### config.mk
export PLATFORM = sky130hd
export DESIGN_NAME = lrsc_reservation_unit
export DESIGN_NICKNAME = d
export VERILOG_FILES = /design/src/rtl/lrsc_reservation_unit.sv
export SDC_FILE = /design/constraint.sdc
export NUM_CORES = 1
export LEC_CHECK = 0
export CORE_UTILIZATION = 33
export CTS_BUF_LIST = sky130_fd_sc_hd__clkbuf_4
export DETAILED_ROUTE_END_ITERATION = 6
export PLACE_DENSITY_LB_ADDON = 0.08
export SYNTH_ARGS = -nofsm -noshare
export SYNTH_HDL_FRONTEND = slang
export SYNTH_SLANG_ARGS = --single-unit
### constraint.sdc
create_clock -name i_clk -period 5 [get_ports i_clk]
set_clock_uncertainty 0.05 [all_clocks]
set_input_delay 1.5 -clock i_clk [delete_from_list [all_inputs] [get_ports i_clk]]
set_output_delay 1.5 -clock i_clk [all_outputs]
set_load 0.05 [all_outputs]
### src/rtl/lrsc_reservation_unit.sv
// LR/SC reservation tracker for the barrel core MEM stage.
// Optional macro RESV_TIMEOUT_EN: per-hart reservation lifetime counters.
module lrsc_reservation_unit #(
    parameter int NUM_HARTS    = 16,
    parameter int ADDR_W       = 32,
    parameter int RESV_TIMEOUT = 255,
    localparam int HART_W      = $clog2(NUM_HARTS)
) (
    input  logic              i_clk,
    input  logic              i_reset,
    input  logic [HART_W-1:0] i_hart_id,
    input  logic              i_lr,
    input  logic              i_sc,
    input  logic              i_store,
    input  logic [ADDR_W-1:0] i_addr,
    output logic              o_sc_mem_we,
    output logic              o_sc_resp_valid,
    output logic [31:0]       o_sc_result,
    output logic [NUM_HARTS-1:0] o_resv_valid
);

    logic [NUM_HARTS-1:0] r_valid;
    logic [ADDR_W-3:0]    r_addr [NUM_HARTS];
    logic                 r_resp_valid;
    logic                 r_resp_fail;

    logic [ADDR_W-3:0]    w_word;
    logic [NUM_HARTS-1:0] w_match;
    logic                 w_sc_ok;
    logic                 w_do_st;
    logic                 w_do_lr;

    assign w_word  = i_addr[ADDR_W-1:2];
    assign w_do_st = !i_sc && i_store;
    assign w_do_lr = !i_sc && !i_store && i_lr;

    // Per-hart word-address match against the live reservations.
    always_comb begin
        w_match = '0;
        for (int h = 0; h < NUM_HARTS; h++) begin
            w_match[h] = r_valid[h] && (r_addr[h] == w_word);
        end
    end

    assign w_sc_ok     = i_sc && w_match[i_hart_id];
    assign o_sc_mem_we = w_sc_ok && !i_reset;

`ifdef RESV_TIMEOUT_EN
    localparam int CNT_W = $clog2(RESV_TIMEOUT + 1);
    logic [CNT_W-1:0] r_cnt [NUM_HARTS];

    // Reservation state; explicit LR/SC/store updates override expiry.
    always_ff @(posedge i_clk) begin
        if (i_reset) begin
            r_valid <= '0;
            for (int h = 0; h < NUM_HARTS; h++) begin
                r_addr[h] <= '0;
                r_cnt[h]  <= '0;
            end
        end else begin
            for (int h = 0; h < NUM_HARTS; h++) begin
                if (r_valid[h] && (r_cnt[h] != '0)) begin
                    r_cnt[h] <= r_cnt[h] - CNT_W'(1);
                end
                if (r_valid[h] && (r_cnt[h] <= CNT_W'(1))) begin
                    r_valid[h] <= 1'b0;
                end
                if (w_do_lr && (i_hart_id == HART_W'(h))) begin
                    r_valid[h] <= 1'b1;
                    r_addr[h]  <= w_word;
                    r_cnt[h]   <= CNT_W'(RESV_TIMEOUT);
                end
                if (i_sc && (i_hart_id == HART_W'(h))) begin
                    r_valid[h] <= 1'b0;
                end
                if ((w_sc_ok || w_do_st) && w_match[h]) begin
                    r_valid[h] <= 1'b0;
                end
            end
        end
    end
`else
    logic w_unused_cfg;
    assign w_unused_cfg = ^{1'b0, 32'(RESV_TIMEOUT)};

    // Reservation state; entries live until SC, matching store or reset.
    always_ff @(posedge i_clk) begin
        if (i_reset) begin
            r_valid <= '0;
            for (int h = 0; h < NUM_HARTS; h++) begin
                r_addr[h] <= '0;
            end
        end else begin
            for (int h = 0; h < NUM_HARTS; h++) begin
                if (w_do_lr && (i_hart_id == HART_W'(h))) begin
                    r_valid[h] <= 1'b1;
                    r_addr[h]  <= w_word;
                end
                if (i_sc && (i_hart_id == HART_W'(h))) begin
                    r_valid[h] <= 1'b0;
                end
                if ((w_sc_ok || w_do_st) && w_match[h]) begin
                    r_valid[h] <= 1'b0;
                end
            end
        end
    end
`endif

    logic w_unused_addr;
    assign w_unused_addr = ^{1'b0, i_addr[1:0]};

    // One-cycle SC response pulse; result is 1 only for a failed SC.
    always_ff @(posedge i_clk) begin
        if (i_reset) begin
            r_resp_valid <= 1'b0;
            r_resp_fail  <= 1'b0;
        end else begin
            r_resp_valid <= i_sc;
            r_resp_fail  <= i_sc && !w_sc_ok;
        end
    end

    assign o_sc_resp_valid = r_resp_valid;
    assign o_sc_result     = {31'b0, r_resp_fail};
    assign o_resv_valid    = r_valid;

endmodule

==> summary.md <==
| Metric | Value |
|---|---|
| Bufs on Longest Clock Path | 3 |
| WP data required | 3450 ps |
| Commonest cells after routing, fill and taps aside | edfxtp_1, xnor2_1, nor2_1, buf_4, clkbuf_4 |
| Post-synth EDFFs | 480 |
| Clock Latency Late Sink | roughly 1000 ps |
| Initial antenna violation count | 4 |
| Switching portion of total power | 26.70% |
| Sequential share of power | 48.4% |
| CTS Hold Bufs | 0 |
| Post-DP HPWL | 61510 µm |
| H-tree levels | 4 |
| Total track usage | 24.94% |
| Die width | 268.4 µm |
| Vias in the first global route | 15850 |
| Synth cell types | 46 |
| Status | finished, violations left |
| Vias | around 16000 |
| Final Core Density | 41.64% |
| PwrDens | 350.3 nW/µm² |
| Initial DRC Count | roughly 1500 |
| Critical Path End Type | primary output |
| Placed cell count | approximately 3000 |
| Die height | 268.4 µm |
| Max-slew headroom | between 40% and 50% |
| Core footprint | ~70000 µm² |
| Simple-Gate Fraction of Synth Area | between 10% and 20% |
| Final setup vio count | 1 |
| Router iterations before antenna repair | 5 |
| Post-synth ARST share | 0% |
| Mapped Area | approximately 23000 µm² |
| Sw Pwr | 2.732 mW |
| Kind of critical path | primary input to primary output |
| Yosys reg bits | 498 |
| Clock sinks | 498 |
| Full die area | roughly 70000 µm² |
| Gr ovfl total | 0 |
| FP Rows | 97 |
| Post-Place Setup Slack | -922.4 ps |
| Setup ws final | -592.6 ps |
| Vias/cell | 4.945 |
| Max Freq | 178.8 MHz |
| Commonest non-fill, non-tap cell in the layout | edfxtp_1 |
| TritonCTS Buffers | 145 |
| Worst VDD drop | 0.1733 mV |
| Crit path time final | 5593 ps |
| P_leak | 10.25 nW |
| Ys flop type | edfxtp_1 |
| Synth warn | 0 |
| Failing checks | negative setup slack |
| Root buf cell | clkbuf_4 |
| Non-filler cells in the finished layout | 3258 |
| # DRC | 0 |
| HP Class | flop to flop |
| Period utilization | 111.9% |
| Fillers | between 6000 and 7000 |
| Post-Route WL | 88690 µm |
| Max Slew Vio Count | 0 |
| Synth-to-layout area growth | 24.75% |
| Final hold viol count | 0 |
| Clock group share of total power | 38.6% |
| Largest net degree at the start of global routing | 40 |
| Largest family of logic cells by synthesized area | XOR/XNOR gates |
| Worst hold margin | 578.3 ps |
| Io pins | 91 |
| Worst path arrival time | 4040 ps |
| Power Internal | roughly 7.5 mW |
| DRT antenna net count | 0 |
| Sequential share of the synthesized area | between 60% and 70% |
| Clock slew seen by the registers of the worst setup and hold paths | 50 ps |
| Port bufs | 57 |
| Syn avg cell area | about 13 µm² |
| Logic pwr share | 13.0% |
| Share of post-route cells with drive strength above 1 | 25.42% |
| First-pass GRT wire length | approximately 120000 µm |
| Max-Cap Viols | 0 |
| Nets@finish | 2259 |
| Max FO, Critical Path | 3 |
| Starting density of the core | 33.38% |
| Setup TNS | -592.6 ps |
| Post-synthesis adder-cell area fraction | 0% |
| DR WL/cell | 27.22 µm |
| Final Wtd Congestion | 0.8600 |
| RSZ-0062 raised after global routing | yes |
| Complex-gate fraction of the synthesized area | under 10% |
| Slew @ Worst Pin | 898.5 ps |
| TritonCTS clock tree | done |
| CP startpoint kind | primary input |
| Mux cell area share after synthesis | 0% |
| Post-Synth XOR/XNOR Area | 17.77% |
| Cell count after synthesis | 1862 |
-- synthesized netlist by cell type, types with 2 or more instances --
library cell	number	share of area [%]
edfxtp_1	480	62
xnor2_1	422	16
nor2_1	328	5.3
nand4_1	108	2.9
clkbuf_1	75	1.2
xor2_1	53	2.0
nor4_1	51	1.4
inv_1	46	0.74
buf_4	44	1.4
nand2b_1	44	1.2
buf_2	40	0.85
nand2_1	21	0.34
dfxtp_1	18	1.5
a21oi_1	17	0.36
nand3_1	17	0.36
o21ai_0	17	0.36
a211oi_1	15	0.48
buf_6	11	0.53
nor2b_1	7	0.19
and3_1	6	0.16
or2_2	6	0.16
nand3b_1	5	0.16
nor3_1	4	0.085
o2111ai_1	2	0.075
o221ai_1	2	0.075
o41ai_1	2	0.075
or4_1	2	0.064
-- stage by stage --
| step | instance area (µm²) | total power, mW |
|---|---|---|
| 2_1_floorplan | 23600 | 5.751 |
| 3_3_place_gp | 26840 | 6.322 |
| 3_5_place_dp | 26840 | 6.326 |
| 4_1_cts | 29160 | 10.32 |
| 5_1_grt | 29210 | 10.64 |
| 6_report | 29210 | 10.23 |
-- worst paths after layout --
kind / from / depth (start not counted) / end / slack (ps)
worst min-delay path: o_resv_valid[11] / 2 / o_resv_valid[11] / 580
worst max-delay path: i_addr[6] / 13 / o_sc_mem_we / -590
worst min register to register: o_resv_valid[11] / 2 / o_resv_valid[11] / 580
worst max register to register: r_addr[1][24] / 11 / o_resv_valid[9] / 1750
-- final cells by class --
type,count,area [µm²],area share (%)
antenna,5,12.51,0.04283
clock buffer,211,1584,5.423
clock inverter,31,247.7,0.8481
timing repair buffer,349,3334,11.41
inverter,47,176.4,0.6039
multi-input combinational,1177,7906,27.07
sequential,498,14770,50.58
tap,940,1176,4.026
-- power groups by stage --
stage	Sequential (mW)	Clock (mW)	Combinational (mW)
after floorplan	5.03	0	0.722
after global placement	5.04	0	1.29
after detailed placement	5.04	0	1.28
after CTS	4.96	4.04	1.33
after global routing	4.98	4.26	1.39
final	4.96	3.95	1.33
-- worst max-delay path: stages --
cell and delay, ps:
buf_6 120, buf_12 120, buf_12 110, xnor2_2 120, nand4_1 120, or4_4 540
nor4_4 370, buf_4 210, nand3b_1 150, nand4b_4 130, nor2_4 130, and3_4 260
buf_12 150
-- what timing repair did --
action                     CTS  global route
buffers inserted            23             0
cloned                       0             0
gates resized for setup     64             5
setup endpoints to repair    1             1
pin swaps                   24             6
-- state kept, by name, indices dropped and copies added (netlist names) --
register         count
r_addr             480
o_sc_resp_valid      1
r_resp_fail          1
o_resv_valid        16
-- per-layer routing --
layer / up-vias / track usage, % / part of all wire (%)
li1: 7176 / - / -
met1: 8157 / 33.97 / 44
met2: 637 / 38.65 / 46
met3: 141 / 5.975 / 7.3
met4: 0 / 8.814 / 2.8
met5: - / 0 / 0
-- kinds of logic (layout without fill, tap and decap cells) --
family                    count (synthesis)  count (layout)
other                                     1              36
xor gates and xnor gates                475             475
and+or+nand+nor                         609             609
AOI/OAI and AO/OA                        62              62
buffers and inverters                   217             638
DFF                                     498             498
No activity file was read; power rests on OpenSTA's default activity.
